[config.mk]
export PLATFORM = sky130hd
export DESIGN_NAME = uart_pkt_framer
export DESIGN_NICKNAME = d
export VERILOG_FILES = /design/src/rtl/uart_pkt_framer.sv
export SDC_FILE = /design/constraint.sdc
export NUM_CORES = 1
export LEC_CHECK = 0
export ABC_AREA = 0
export CORE_UTILIZATION = 59
export DETAILED_ROUTE_END_ITERATION = 12
export PLACE_DENSITY = 0.89
export SKIP_CTS_REPAIR_TIMING = 1
export SYNTH_ARGS = -nofsm -noshare
export SYNTH_HDL_FRONTEND = slang
export SYNTH_SLANG_ARGS = --single-unit
[constraint.sdc]
create_clock -name clk -period 3.8 [get_ports clk]
set_clock_uncertainty 0.05 [all_clocks]
set_input_delay 0.95 -clock clk [delete_from_list [all_inputs] [get_ports clk]]
set_output_delay 0.95 -clock clk [all_outputs]
set_load 0.05 [all_outputs]
[src/rtl/uart_pkt_framer.sv]
// uart_pkt_framer
//   Builds a UART packet from a header request and an AXI-stream payload:
//   0x5A, TYPE, LEN_H, LEN_L, PAYLOAD[0..LEN-1], CRC_H, CRC_L.
//   The CRC is CRC-16/CCITT-FALSE over TYPE..last payload byte (SOF excluded).
//   If CRC_EN is 0, the CRC bytes are sent as zero.
// Ports
//   clk, rst            clock, asynchronous active-high reset
//   hdr_valid/hdr_ready header handshake; hdr_type, hdr_len are sampled on accept
//   s_tdata/s_tvalid/s_tready/s_tlast   payload stream input
//   m_tdata/m_tvalid/m_tready           framed byte stream to the serializer
//   busy                from header accept until the frame (and any drain) ends
//   len_err             one-cycle pulse on oversize header or tlast/length mismatch
module uart_pkt_framer #(
  parameter int MAX_LEN = 1518,
  parameter bit CRC_EN  = 1'b1
) (
  input  logic        clk,
  input  logic        rst,
  input  logic        hdr_valid,
  output logic        hdr_ready,
  input  logic [7:0]  hdr_type,
  input  logic [15:0] hdr_len,
  input  logic [7:0]  s_tdata,
  input  logic        s_tvalid,
  output logic        s_tready,
  input  logic        s_tlast,
  output logic [7:0]  m_tdata,
  output logic        m_tvalid,
  input  logic        m_tready,
  output logic        busy,
  output logic        len_err
);

  typedef enum logic [3:0] {
    IDLE, SOF, TYPE, LEN_H, LEN_L, PAYLOAD, CRC_H, CRC_L, DRAIN
  } state_t;

  localparam logic [16:0] MAX_LEN_W = 17'(MAX_LEN);

  state_t      state;
  logic [7:0]  type_q;
  logic [15:0] len_q;
  logic [15:0] cnt;
  logic [15:0] crc;
  logic        pad;   // early tlast seen: remaining payload is zero-filled
  logic        late;  // last byte arrived without tlast: drain after CRC_L

  logic adv;
  logic m_hs;
  logic s_hs;
  logic pay_phase;

  function automatic logic [15:0] crc16_upd(input logic [15:0] c, input logic [7:0] d);
    logic [15:0] r;
    r = c ^ {d, 8'h00};
    for (int i = 0; i < 8; i++) begin
      r = r[15] ? ((r << 1) ^ 16'h1021) : (r << 1);
    end
    return r;
  endfunction

  function automatic logic [7:0] crc_byte(input logic [7:0] b);
    return CRC_EN ? b : 8'h00;
  endfunction

  // The output register can take a new byte when empty or being consumed.
  assign adv  = !m_tvalid || m_tready;
  assign m_hs = m_tvalid && m_tready;
  // LEN_L looks ahead into the payload so the first payload byte follows
  // LEN_L without a bubble.
  assign pay_phase = (state == PAYLOAD) || (state == LEN_L && len_q != 16'd0);
  assign s_tready  = (pay_phase && adv && (cnt < len_q) && !pad) || (state == DRAIN);
  assign s_hs      = s_tvalid && s_tready;

  always_ff @(posedge clk or posedge rst) begin
    if (rst) begin
      state     <= IDLE;
      hdr_ready <= 1'b0;
      m_tdata   <= 8'h00;
      m_tvalid  <= 1'b0;
      busy      <= 1'b0;
      len_err   <= 1'b0;
      crc       <= 16'hFFFF;
      cnt       <= 16'd0;
      len_q     <= 16'd0;
      type_q    <= 8'h00;
      pad       <= 1'b0;
      late      <= 1'b0;
    end else begin
      len_err <= 1'b0;
      case (state)
        IDLE: begin
          hdr_ready <= 1'b1;
          if (hdr_valid && hdr_ready) begin
            type_q <= hdr_type;
            len_q  <= hdr_len;
            crc    <= 16'hFFFF;
            cnt    <= 16'd0;
            pad    <= 1'b0;
            late   <= 1'b0;
            if ({1'b0, hdr_len} > MAX_LEN_W) begin
              len_err <= 1'b1;
            end else begin
              hdr_ready <= 1'b0;
              busy      <= 1'b1;
              m_tdata   <= 8'h5A;
              m_tvalid  <= 1'b1;
              state     <= SOF;
            end
          end
        end
        SOF: if (m_hs) begin
          m_tdata <= type_q;
          crc     <= crc16_upd(crc, type_q);
          state   <= TYPE;
        end
        TYPE: if (m_hs) begin
          m_tdata <= len_q[15:8];
          crc     <= crc16_upd(crc, len_q[15:8]);
          state   <= LEN_H;
        end
        LEN_H: if (m_hs) begin
          m_tdata <= len_q[7:0];
          crc     <= crc16_upd(crc, len_q[7:0]);
          state   <= LEN_L;
        end
        LEN_L, PAYLOAD: begin
          if (state == LEN_L && len_q == 16'd0) begin
            if (m_hs) begin
              m_tdata <= crc_byte(crc[15:8]);
              state   <= CRC_H;
            end
          end else if (cnt < len_q) begin
            if (pad) begin
              if (adv) begin
                m_tdata  <= 8'h00;
                m_tvalid <= 1'b1;
                crc      <= crc16_upd(crc, 8'h00);
                cnt      <= cnt + 16'd1;
                state    <= PAYLOAD;
              end
            end else if (s_hs) begin
              m_tdata  <= s_tdata;
              m_tvalid <= 1'b1;
              crc      <= crc16_upd(crc, s_tdata);
              cnt      <= cnt + 16'd1;
              state    <= PAYLOAD;
              if (s_tlast && (cnt + 16'd1 < len_q)) begin
                pad     <= 1'b1;
                len_err <= 1'b1;
              end
              if (!s_tlast && (cnt + 16'd1 == len_q)) begin
                late    <= 1'b1;
                len_err <= 1'b1;
              end
            end else if (m_hs) begin
              // Byte consumed, next payload byte not yet available.
              m_tvalid <= 1'b0;
              state    <= PAYLOAD;
            end
          end else if (m_hs) begin
            m_tdata <= crc_byte(crc[15:8]);
            state   <= CRC_H;
          end
        end
        CRC_H: if (m_hs) begin
          m_tdata <= crc_byte(crc[7:0]);
          state   <= CRC_L;
        end
        CRC_L: if (m_hs) begin
          m_tvalid <= 1'b0;
          if (late) begin
            state <= DRAIN;
          end else begin
            state     <= IDLE;
            busy      <= 1'b0;
            hdr_ready <= 1'b1;
          end
        end
        DRAIN: if (s_hs && s_tlast) begin
          state     <= IDLE;
          busy      <= 1'b0;
          hdr_ready <= 1'b1;
        end
        default: state <= IDLE;
      endcase
    end
  end

endmodule

==> out/qor.txt, run 1 <==
Sequential Power Share - 23.8%
Tot Pwr - 6.70 mW
Met2 GRT Util - 63.2%
Post-DR wirelength/cell - 20.8 um
Share of layout cells above drive strength 1 - 9.62%
Final worst path period share - 96.4%
Data required, critical path - 2800 ps
Total Wirelength - 18700 um
Final hold vios - 0
TritonCTS Buffers - 9
Final #Nets - 835
DP Wirelength - 14000 um
Comb pwr share - 65.5%
P_sw - 3.37 mW
Leak Pwr - 2.85 nW
Detail Route Antenna Nets - 0
Die Y - 101 um
Max-cap check violation count - 0
Status - complete, no violations
Setup-failing EPs final - 0
Worst VDD drop - 0.000393 V
Instance count of the mapped netlist - 715
Vias after detailed routing - 5716
Vias in the first global route - 5626
Num ports - 51
First-pass GRT wire length - 29900 um
Worst-path clk slew - 100 ps
Async set-reset flop share out of synthesis - 100%
Skew-Pair Late Insertion Delay - 360 ps
Slew @ Worst Pin - 799 ps
Die area - 10200 um2
Syn avg cell area - 8.12 um2
Slew HR - 46.3%
First DRT Iteration DRCs - 596
Vias/cell - 6.37
CTS Sinks - 74
Fillers - 780
Longest Clk Path Bufs - 2
DRC viols - 0
Post-synthesis simple-gate area fraction - 18.5%
Synth area leaders - dfrtp_1 25%, xnor2_1 11%, nand2_1 7.6%
WHS - 482 ps
IO Port Bufs - 50
Main synth FF type - dfrtp_1
Crit Path Category - flip-flop to primary output
Area of the multi-input gates - 3670 um2
Pwr/cell area - 988 nW/um2
Synthesized area - 5810 um2
Area delta synth->final - 16.7%
CTS H-tree lvls - 3
Fin util - 72.3%
Main combinational cell family by area after synthesis - compound AO/OA/AOI/OAI gates
# diodes - 0
FMAX - 273 MHz
Setup tns final - 0 ps
Post-synthesis mux area share - 1.62%
Largest net degree at the start of global routing - 44
Endpoint type of the worst setup path - primary output
Fin crit period - 3660 ps
Pint - 3.32 mW
Area fraction of the dominant cell type after synthesis - 25.0%
DIE WIDTH - 101 um
Netlist cell types - 59
Syn nets - 786
Initial cell density of the core - 61.9%
Largest area contributor in the netlist - dfrtp_1
Seq cells post-synth - 74
CTS tree - built
CP Max Fanout - 5
Core Rows - 35
Yosys Warn Count - 0
Fin area - 6780 um2
Clock share of power - 10.7%
Most frequent cells in the layout - 117 x nand2_1, 71 x xnor2_1, 65 x o21ai_0
Slew Viols, Final - 0
Most used routing layer - met2
Initial antenna violation count - 0
Post-Synth XOR/XNOR Area - 13.9%
Synth Area in Adders - 7.11%
RD Place Congestion - 0.962
RSZ-0062 raised after global routing - no
Root Driver - clkbuf_8
Register Area - 1880 um2
Crit path DAT - 2660 ps
Core footprint - 9370 um2
Placed cell area - 6520 um2
Synth Area in Compound Gates - 21.7%
GR Util All Layers - 38.9%
Commonest non-fill, non-tap cell in the layout - nand2_1
First drt pass iteration count - 6
Post-synth EDFFs - 0
Startpoint types - flip-flop
Switching Share - 50.4%
Met3 Resource Use GR - 6.14%
Total gr overflow - 0
Register area share after synthesis - 32.2%
Hold Path Class - flip-flop to flip-flop
Met1 Use GR - 50.1%
sequential cells by signal (all words and copies together), names as in the netlist:
signal	flops
len_q	16
hdr_ready	1
late	1
cnt	16
m_tdata	8
busy	1
pad	1
crc	16
type_q	8
state	4
len_err	1
m_tvalid	1
stage by stage:
step	setup WS, ps	std cells
4_1_cts	-77.8	896
2_1_floorplan	56.7	715
3_5_place_dp	296	880
3_3_place_gp	302	880
5_1_grt	71.6	898
6_report	138	898
path summary, 6_finish.rpt:
path	start	to	depth (start not counted)	slack, ps
hold reg to reg	m_tdata[1]	m_tdata[1]	2	480
setup / recovery	len_q[14]	s_tready	8	140
min in group asynchronous	rst	cnt[4]	2	970
setup reg to reg	cnt[2]	len_err	14	540
max in group asynchronous	rst	crc[11]	3	1990
hold / removal	m_tdata[1]	m_tdata[1]	2	480
power groups by stage:
stage | registers [mW] | clock network (mW) | logic [mW]
5_1_grt | 1.62 | 0.743 | 4.77
3_5_place_dp | 1.61 | 0 | 4.25
2_1_floorplan | 1.56 | 0 | 3.10
6_report | 1.59 | 0.715 | 4.39
4_1_cts | 1.60 | 0.717 | 4.27
3_3_place_gp | 1.59 | 0 | 4.15
per-layer routing:
metal | wire length, um | part of all wire [%]
met5 | 0 | 0
met4 | 850 | 4.5
met3 | 1590 | 8.5
met2 | 8840 | 47
met1 | 7420 | 40
critical path, cell delays in order (launching register included):
cell,delay [ps]
dfrtp_2,420
inv_1,130
ha_1,340
nand4_1,170
or3_1,430
a2111o_1,360
nand4_1,160
o21ai_1,130
buf_12,160
layout make-up:
| cell class | count | area share (%) |
|---|---|---|
| clock buffer | 9 | 1.83 |
| clock inverter | 7 | 1.50 |
| inverter | 36 | 1.99 |
| multi-input combinational | 568 | 54.1 |
| sequential | 74 | 27.7 |
| tap | 129 | 2.38 |
| timing repair buffer | 75 | 10.5 |
cell families after synthesis:
family | after synthesis
compound gates | 193
simple gates | 241
mux | 9
buf+inv | 73
fa+ha+maj | 33
xor+xnor | 92
flops | 74
synth_stat cells (all sizes together) (4+ instances only):
| cell type | count |
|---|---|
| nand2 | 117 |
| nor3 | 10 |
| xnor2 | 71 |
| a21oi | 31 |
| nor4 | 6 |
| o21ai | 66 |
| o221ai | 7 |
| and3 | 8 |
| clkbuf | 28 |
| dfrtp | 58 |
| o31ai | 5 |
| o22ai | 8 |
| o211ai | 7 |
| mux2i | 6 |
| a22oi | 4 |
| a31oi | 21 |
| or3 | 4 |
| o41ai | 4 |
| ha | 33 |
| a211oi | 6 |
| buf | 9 |
| nand4 | 7 |
| nor2b | 5 |
| o2bb2ai | 4 |
| dfstp | 16 |
| xor2 | 21 |
| nand2b | 4 |
| a222oi | 6 |
| nor2 | 51 |
| nand3 | 19 |
| a21o | 6 |
| inv | 36 |
(Power assumes the default switching activity.)
==> run 2: changes to the inputs <==
Settings changed: SLEW_MARGIN from default to 15.
==> results of run 2 <==
Same layout as run 1: the final DEF is identical, and so are final timing and power.
==> run 3: changes to the inputs <==
Settings changed: CAP_MARGIN from default to 20.
==> results of run 3 <==
Same layout as run 1: the final DEF is identical, and so are final timing and power.
